**config.mk**
```make
export PLATFORM = sky130hd
export DESIGN_NAME = if_fetch_queue
export DESIGN_NICKNAME = d
export VERILOG_FILES = /design/src/rtl/if_fetch_queue.sv
export SDC_FILE = /design/constraint.sdc
export NUM_CORES = 1
export LEC_CHECK = 0
export ABC_AREA = 1
export CAP_MARGIN = 20
export CORE_AREA = 2 2 169 171
export DETAILED_ROUTE_END_ITERATION = 10
export DIE_AREA = 0 0 171 173
export HOLD_SLACK_MARGIN = 0.05
export PLACE_DENSITY = 0.88
export SETUP_SLACK_MARGIN = 0.1
export SLEW_MARGIN = 5
export SYNTH_ARGS = -nofsm -noshare
export SYNTH_HDL_FRONTEND = slang
export SYNTH_SLANG_ARGS = --single-unit
```
**constraint.sdc**
```tcl
create_clock -name clk -period 8.9 [get_ports clk]
set_input_delay 1.78 -clock clk [delete_from_list [all_inputs] [get_ports clk]]
set_output_delay 1.78 -clock clk [all_outputs]
set_load 0.05 [all_outputs]
```
**src/rtl/if_fetch_queue.sv**
```systemverilog
// Instruction-fetch stage: owns the fetch PC, issues in-order imem requests under a credit limit,
// and buffers {inst, pc} pairs in a DEPTH-entry queue toward decode.
module if_fetch_queue #(
  parameter logic [31:0] RESET_PC = 32'h0000_0000,
  parameter int          DEPTH    = 4
) (
  input  logic        clk,
  input  logic        rst,
  output logic        imem_req_valid,
  input  logic        imem_req_ready,
  output logic [31:0] imem_addr,
  input  logic        imem_resp_valid,
  input  logic [31:0] imem_resp_data,
  input  logic        redirect_valid,
  input  logic [31:0] redirect_pc,
  input  logic        id_ready,
  output logic        id_valid,
  output logic [31:0] id_inst,
  output logic [31:0] id_pc,
  output logic [31:0] id_pc_plus4
);

  localparam int          PW  = $clog2(DEPTH);
  localparam int          CW  = PW + 1;
  localparam logic [31:0] NOP = 32'h0000_0013;

  logic [31:0]   fetch_pc_q, fetch_pc_d;
  logic [31:0]   resp_pc_q, resp_pc_d;
  logic [CW-1:0] count_q, count_d;
  logic [CW-1:0] inflight_q, inflight_d;
  logic [CW-1:0] drop_cnt_q, drop_cnt_d;
  logic [PW-1:0] wr_ptr_q, wr_ptr_d;
  logic [PW-1:0] rd_ptr_q, rd_ptr_d;

  logic [31:0] inst_mem [DEPTH];
  logic [31:0] pc_mem   [DEPTH];

  logic [CW:0] credit_used;
  logic        req_fire;
  logic        resp_push;
  logic        pop;
  logic [31:0] redirect_aligned;
  logic        unused_redirect_lsb;

  assign redirect_aligned    = {redirect_pc[31:2], 2'b00};
  assign unused_redirect_lsb = ^redirect_pc[1:0];

  always_comb begin
    credit_used = {1'b0, inflight_q} + {1'b0, count_q};
    // Queued plus in-flight never exceeds DEPTH, so a response always has a slot.
    imem_req_valid = !rst && !redirect_valid && (credit_used < (CW+1)'(DEPTH));
    imem_addr      = fetch_pc_q;
    req_fire       = imem_req_valid && imem_req_ready;
    resp_push      = imem_resp_valid && (drop_cnt_q == '0) && !redirect_valid;
    id_valid       = (count_q != '0);
    pop            = id_valid && id_ready && !redirect_valid;

    inflight_d = inflight_q + CW'(req_fire) - CW'(imem_resp_valid);
    fetch_pc_d = req_fire ? fetch_pc_q + 32'd4 : fetch_pc_q;
    resp_pc_d  = resp_push ? resp_pc_q + 32'd4 : resp_pc_q;
    drop_cnt_d = drop_cnt_q;
    if (imem_resp_valid && (drop_cnt_q != '0)) drop_cnt_d = drop_cnt_q - CW'(1);
    count_d  = count_q + CW'(resp_push) - CW'(pop);
    wr_ptr_d = resp_push ? wr_ptr_q + PW'(1) : wr_ptr_q;
    rd_ptr_d = pop ? rd_ptr_q + PW'(1) : rd_ptr_q;

    // Redirect flushes the queue and marks every still-outstanding request as stale.
    if (redirect_valid) begin
      fetch_pc_d = redirect_aligned;
      resp_pc_d  = redirect_aligned;
      drop_cnt_d = inflight_d;
      count_d    = '0;
      wr_ptr_d   = '0;
      rd_ptr_d   = '0;
    end
  end

  always_ff @(posedge clk or posedge rst) begin
    if (rst) begin
      fetch_pc_q <= RESET_PC;
      resp_pc_q  <= RESET_PC;
      count_q    <= '0;
      inflight_q <= '0;
      drop_cnt_q <= '0;
      wr_ptr_q   <= '0;
      rd_ptr_q   <= '0;
    end else begin
      fetch_pc_q <= fetch_pc_d;
      resp_pc_q  <= resp_pc_d;
      count_q    <= count_d;
      inflight_q <= inflight_d;
      drop_cnt_q <= drop_cnt_d;
      wr_ptr_q   <= wr_ptr_d;
      rd_ptr_q   <= rd_ptr_d;
    end
  end

  always_ff @(posedge clk) begin
    if (resp_push) begin
      inst_mem[wr_ptr_q] <= imem_resp_data;
      pc_mem[wr_ptr_q]   <= resp_pc_q;
    end
  end

  // id_inst[31:7] goes straight to the immediate extender, so empty shows a clean NOP.
  always_comb begin
    id_inst     = id_valid ? inst_mem[rd_ptr_q] : NOP;
    id_pc       = id_valid ? pc_mem[rd_ptr_q] : 32'd0;
    id_pc_plus4 = id_valid ? pc_mem[rd_ptr_q] + 32'd4 : 32'd0;
  end

endmodule

```
== Word-level counts from Yosys, hierarchy flattened ==
Memories as Yosys holds them, arrays and structs flattened.
Cells that the tools add are included.
Word-level totals
  register bits after elaboration: 77
  RAM bits: 256
  bits of input ports: 70
  logic and storage cells: 54
  memories kept: 2
Memory list
  inst_mem: depth 4, bits a word 32, read ports 1, clocked after Yosys merged registers in 0, write ports 1, line 35  | logic [31:0] inst_mem [DEPTH];
  pc_mem: depth 4, bits a word 32, read ports 1, clocked after Yosys merged registers in 0, write ports 1, line 36  | logic [31:0] pc_mem [DEPTH];
Cells by class
  $add $sub $neg: 11
  order comparisons: 1
  muxes and demuxes: 16
  reduce and logical (&&, ||, !) cells: 17
Operators by type and width (number)
  32-bit 2-to-1 mux: 7
  32-bit by 3-bit adder with 32-bit output, second input constant: 3
  3-bit 2-to-1 mux: 3
  1-bit logical AND: 8
  2-bit 2-to-1 mux: 4
  2-bit nonzero test: 4
  3-bit by 1-bit adder with 3-bit output: 2
  3-bit nonzero test: 2
  3-bit by 1-bit subtractor with 3-bit output: 2
  2-bit by 1-bit adder with 2-bit output, second input constant: 2
  3-bit by 3-bit adder with 4-bit output: 1
  4-bit by 3-bit < comparator with 1-bit output, second input constant: 1
  3-bit logical NOT: 1
  3-bit by 1-bit subtractor with 3-bit output, second input constant: 1
  1-bit logical NOT: 2
  1-bit 2-to-1 mux: 2

== Longest topological paths before layout ==
  depth in word-level cells: 7
  depth in mapped cells: 17
  mapped depth without buffers: 15

== Worst setup path before layout ==
Ideal clock, no wire load.
  path kind: in2reg
  start point: in imem_resp_valid
  end point: mem inst_mem[0][0], enable pin
  setup time: 482 ps
  data arrival time: 5032 ps
  setup slack: 3385 ps
  cell stages on the path: 4
  path through: nand3_1 -> nor2_2 -> clkinv_1 -> nor2_1
Between the ends
  word-level cells in the longest chain between the ends: 4
Ends and longest elaborated chain
  start: declaration: line 12  | input logic imem_resp_valid,
  1-bit logical AND (2 in series): line 54  | resp_push = imem_resp_valid && (drop_cnt_q == '0) && !redirect_valid;
  1-bit 2-to-1 mux: line 99  | if (resp_push) begin
  1-bit 2-to-1 mux (implied by the code): line 100  | inst_mem[wr_ptr_q] <= imem_resp_data;
  end: declaration: line 35
Every way passes these cells.

== Worst setup path after layout ==
  start point: reg rd_ptr_q[1]
  end point: out id_pc_plus4[25]
Between the ends
  word-level cells in the longest chain between the ends: 3
Ends and longest elaborated chain
  start: declaration: line 33  | logic [PW-1:0] rd_ptr_q, rd_ptr_d;
  start signal: assignment: line 94  | rd_ptr_q <= rd_ptr_d;
  memory read 4 x 32 bit
  32-bit by 3-bit adder with 32-bit output: line 109  | id_pc_plus4 = id_valid ? pc_mem[rd_ptr_q] + 32'd4 : 32'd0;
  32-bit 2-to-1 mux: line 109
  end: declaration: line 20  | output logic [31:0] id_pc_plus4
Every way passes these cells.

==> impl_metrics.yaml <==
flow_run:
  cap_violations: 0
global_routing:
  grt_use_total_pct: 28.0
  grt_pass1_wl_um: 66200
  grt_overflow_total: 0
  grt_pass1_vias: 13000
  grt_max_degree: 134
  antenna_found_initial: 1
power:
  p_leak_nw: 7.53
  power_density_nw_per_um2: 309
  pwr-share-comb_pct: 47.4
  swShare_pct: 45.5
  irDropWorstVdd_v: 0.000198
  p_clk_share_pct: 20.7
  switchingPower_w: 0.00270
  p_int_w: 0.00323
  seq_power_share_pct: 31.9
logic_synthesis:
  netlist-cell-type-count: 46
  syn_inst: 1814
  ys.flop_type: "edfxtp_1"
  synth_edf_count: 248
  yosys_warnings: 0
  ys_seq_area_share_pct: 57.5
  netlist_area_um2: 16100
  postSynthAreaPerCell_um2: 8.90
  ys_ff_latch: 321
  async_flop_share_pct: 22.7
layout:
  design_area_um2: 19200
  area_growth_pct: 18.9
  num-nets-final: 2062
  final_layout_size_suffix_gt1_share_pct: 5.35
  mostFrequentLayoutCell: "nand2_1"
  final_cell_mix: "nand2_1 (525), nor2_1 (293), edfxtp_1 (248)"
  fillers: 2006
routing:
  vias_per_cell: 5.67
  wl_met2_um: 20200
  route.antenna.remaining_nets: 0
  wl_met1_um: 16500
  num_vias: 13500
  drcViolationCount: 0
  wl_met3_um: 3560
  top_layer: "met4"
  drt-total-wl_um: 41500
  first_pass_iters: 5
  drtIter0Drc: 1446
  avgRoutedWirePerCell_um: 17.5
worst_setup_path:
  critPathKind: "flip-flop to output pin"
  path_buf_inv: 4
  crit_slowest_cell: "clkdlybuf4s50_1"
  cp_top_family: "buffers and inverters"
  slowest_delay_ps: 830
  crit_chain: "inv_2 > buf_4 > nand2_1 > nand2_1 > nand2_1 > nor2_1 > nand2_1 > nor2_4 > nand2_1 > nand2_1 > inv_1 > nor2_1 > clkdlybuf4s50_1"
  critPathRequiredTime_ps: 7120
  critPathMostFrequentCell: "nand2_1"
  cp_max_fo: 51
  startpoint_type: "flip-flop"
  worstPathArrival_ps: 4460
  end_kind: "output pin"
timing:
  max_freq_ghz: 0.160
  period_needed_ps: 6240
  worst_slew_pin_slew_ps: 1080
  skew_ps: 10.1
  timing.hold.ws_ps: 538
  setup_violations: 0
  post-route-period-util_pct: 70.1
  finalSetupTns_ps: 0
  slew_headroom_pct: 28.0
  rsz0062_at_grt: "no"
  finalMaxSlewViolations: 0
  hold_viol_final: 0
cts:
  cts_hold_buf: 0
  cts.sinks: 321
  ctsRootBufferMaster: "clkbuf_16"
  cts_resized: 0
  cts_tree: "built"
  worstSkewPairLatency_ps: 570
  cts.clk_slew.worst_paths_ps: 60
  cts_buffers: 30
  post_cts_buffers: 0
  clockBufferDepth: 3
  htree_levels: 1
die:
  fp.coreArea_um2: 27600
  num_rows: 61
  fp.dieH_um: 173
  num_io_pins: 200
  die_x_um: 171
  die_area_um2: 29600
  initial_core_util_pct: 58.4
place:
  place_area_um2: 18200
  gp_congestion: 0.929
  dpl.hpwl_um: 26600
  io_buffer_count: 191
run_status:
  status: "complete, no violations"
worst_hold_path:
  hold_path_class: "flip-flop to flip-flop"
## metrics by stage
stage / std cells / total power (W) / utilization [%] / setup slack (ps)
finish: 2378 / 0.00592 / 69.5 / 2660
global route: 2377 / 0.00619 / 69.5 / 2400
CTS: 2376 / 0.00591 / 69.4 / 2740
detailed placement: 2320 / 0.00469 / 65.9 / 2910
global placement: 2320 / 0.00463 / 65.9 / 2960
floorplan: 1819 / 0.00384 / - / 3390
## cell families (layout without fill, tap and decap cells)
group                      after synthesis  count (layout)  synth area share [%]
other                                    1               7                0.0232
DFF                                    321             321                  57.5
and+or+nand+nor                       1037            1037                  26.5
buffers and inverters                  203             383                  5.81
AOI/OAI and AO/OA                      204             204                  7.08
adders and majority gates               17              17                  1.41
xor gates and xnor gates                31              31                  1.68
## sequential cells by signal, indices dropped and copies added (netlist names)
signal      count
count_q         3
rd_ptr_q        2
wr_ptr_q        2
drop_cnt_q      3
pc_mem        120
inflight_q      3
inst_mem      128
resp_pc_q      30
imem_addr      30
## synth_stat cells (4+ instances only)
cell type	number	area share (%)
a21oi_1	56	1.7
a31oi_1	7	0.27
buf_1	6	0.14
buf_2	23	0.71
buf_4	14	0.65
buf_6	7	0.49
clkbuf_1	27	0.63
dfrtp_1	73	11
edfxtp_1	248	46
ha_1	15	1.2
inv_1	116	2.7
nand2_1	525	12
nand2_2	14	0.54
nand3_1	139	4.3
nand4_1	18	0.70
nor2_1	298	6.9
nor2_2	9	0.35
nor2_4	8	0.56
nor3_1	18	0.56
o211ai_1	20	0.93
o21ai_0	101	3.1
o21bai_1	5	0.23
o311ai_0	4	0.22
xnor2_1	9	0.49
xor2_1	22	1.2
## power by group through the flow
stage          sequential, W  combinational, W  clock, W
2_1_floorplan        0.00193           0.00191         0
3_3_place_gp         0.00190           0.00273         0
3_5_place_dp         0.00191           0.00278         0
4_1_cts              0.00188           0.00280   0.00124
5_1_grt              0.00190           0.00299   0.00130
6_report             0.00189           0.00280   0.00123
## metal layers
metal	GRT usage, %	up-vias
met2	46.4	678
met3	3.82	93
met4	10.5	0
li1	-	6353
met1	37.9	6350
met5	0	-
## worst paths after layout
check	slack (ps)	depth (start not counted)	end	startpoint
worst max-delay path	2660	13	id_pc_plus4[25]	rd_ptr_q[1]
min in group asynchronous	1860	3	imem_addr[31]	rst
worst max register to register	4530	7	pc_mem[0][27]	drop_cnt_q[0]
max in group asynchronous	6290	3	rd_ptr_q[0]	rst
worst min register to register	540	1	inflight_q[0]	inflight_q[0]
worst min-delay path	540	1	inflight_q[0]	inflight_q[0]
## cell type report
| cell class | count | area, µm² | area share (%) |
|---|---|---|---|
| multi-input cells | 1295 | 5980 | 31.2 |
| flip-flops and latches | 321 | 9280 | 48.3 |
| inverters | 123 | 469 | 2.44 |
| diodes | 1 | 2.50 | 0.0130 |
| clock inverters | 11 | 88.8 | 0.463 |
| well taps | 378 | 473 | 2.46 |
| clock buffers | 45 | 867 | 4.52 |
| repair buffers | 204 | 2030 | 10.6 |
## worst reg2reg max path: cells and delay by family (launching register included)
kind | cells | cell delay [ps]
buf+inv | 3 | 1470
flops | 1 | 380
simple gates | 3 | 1980
fa+ha+maj | 1 | 180
Power figures use the tool's default switching activity.
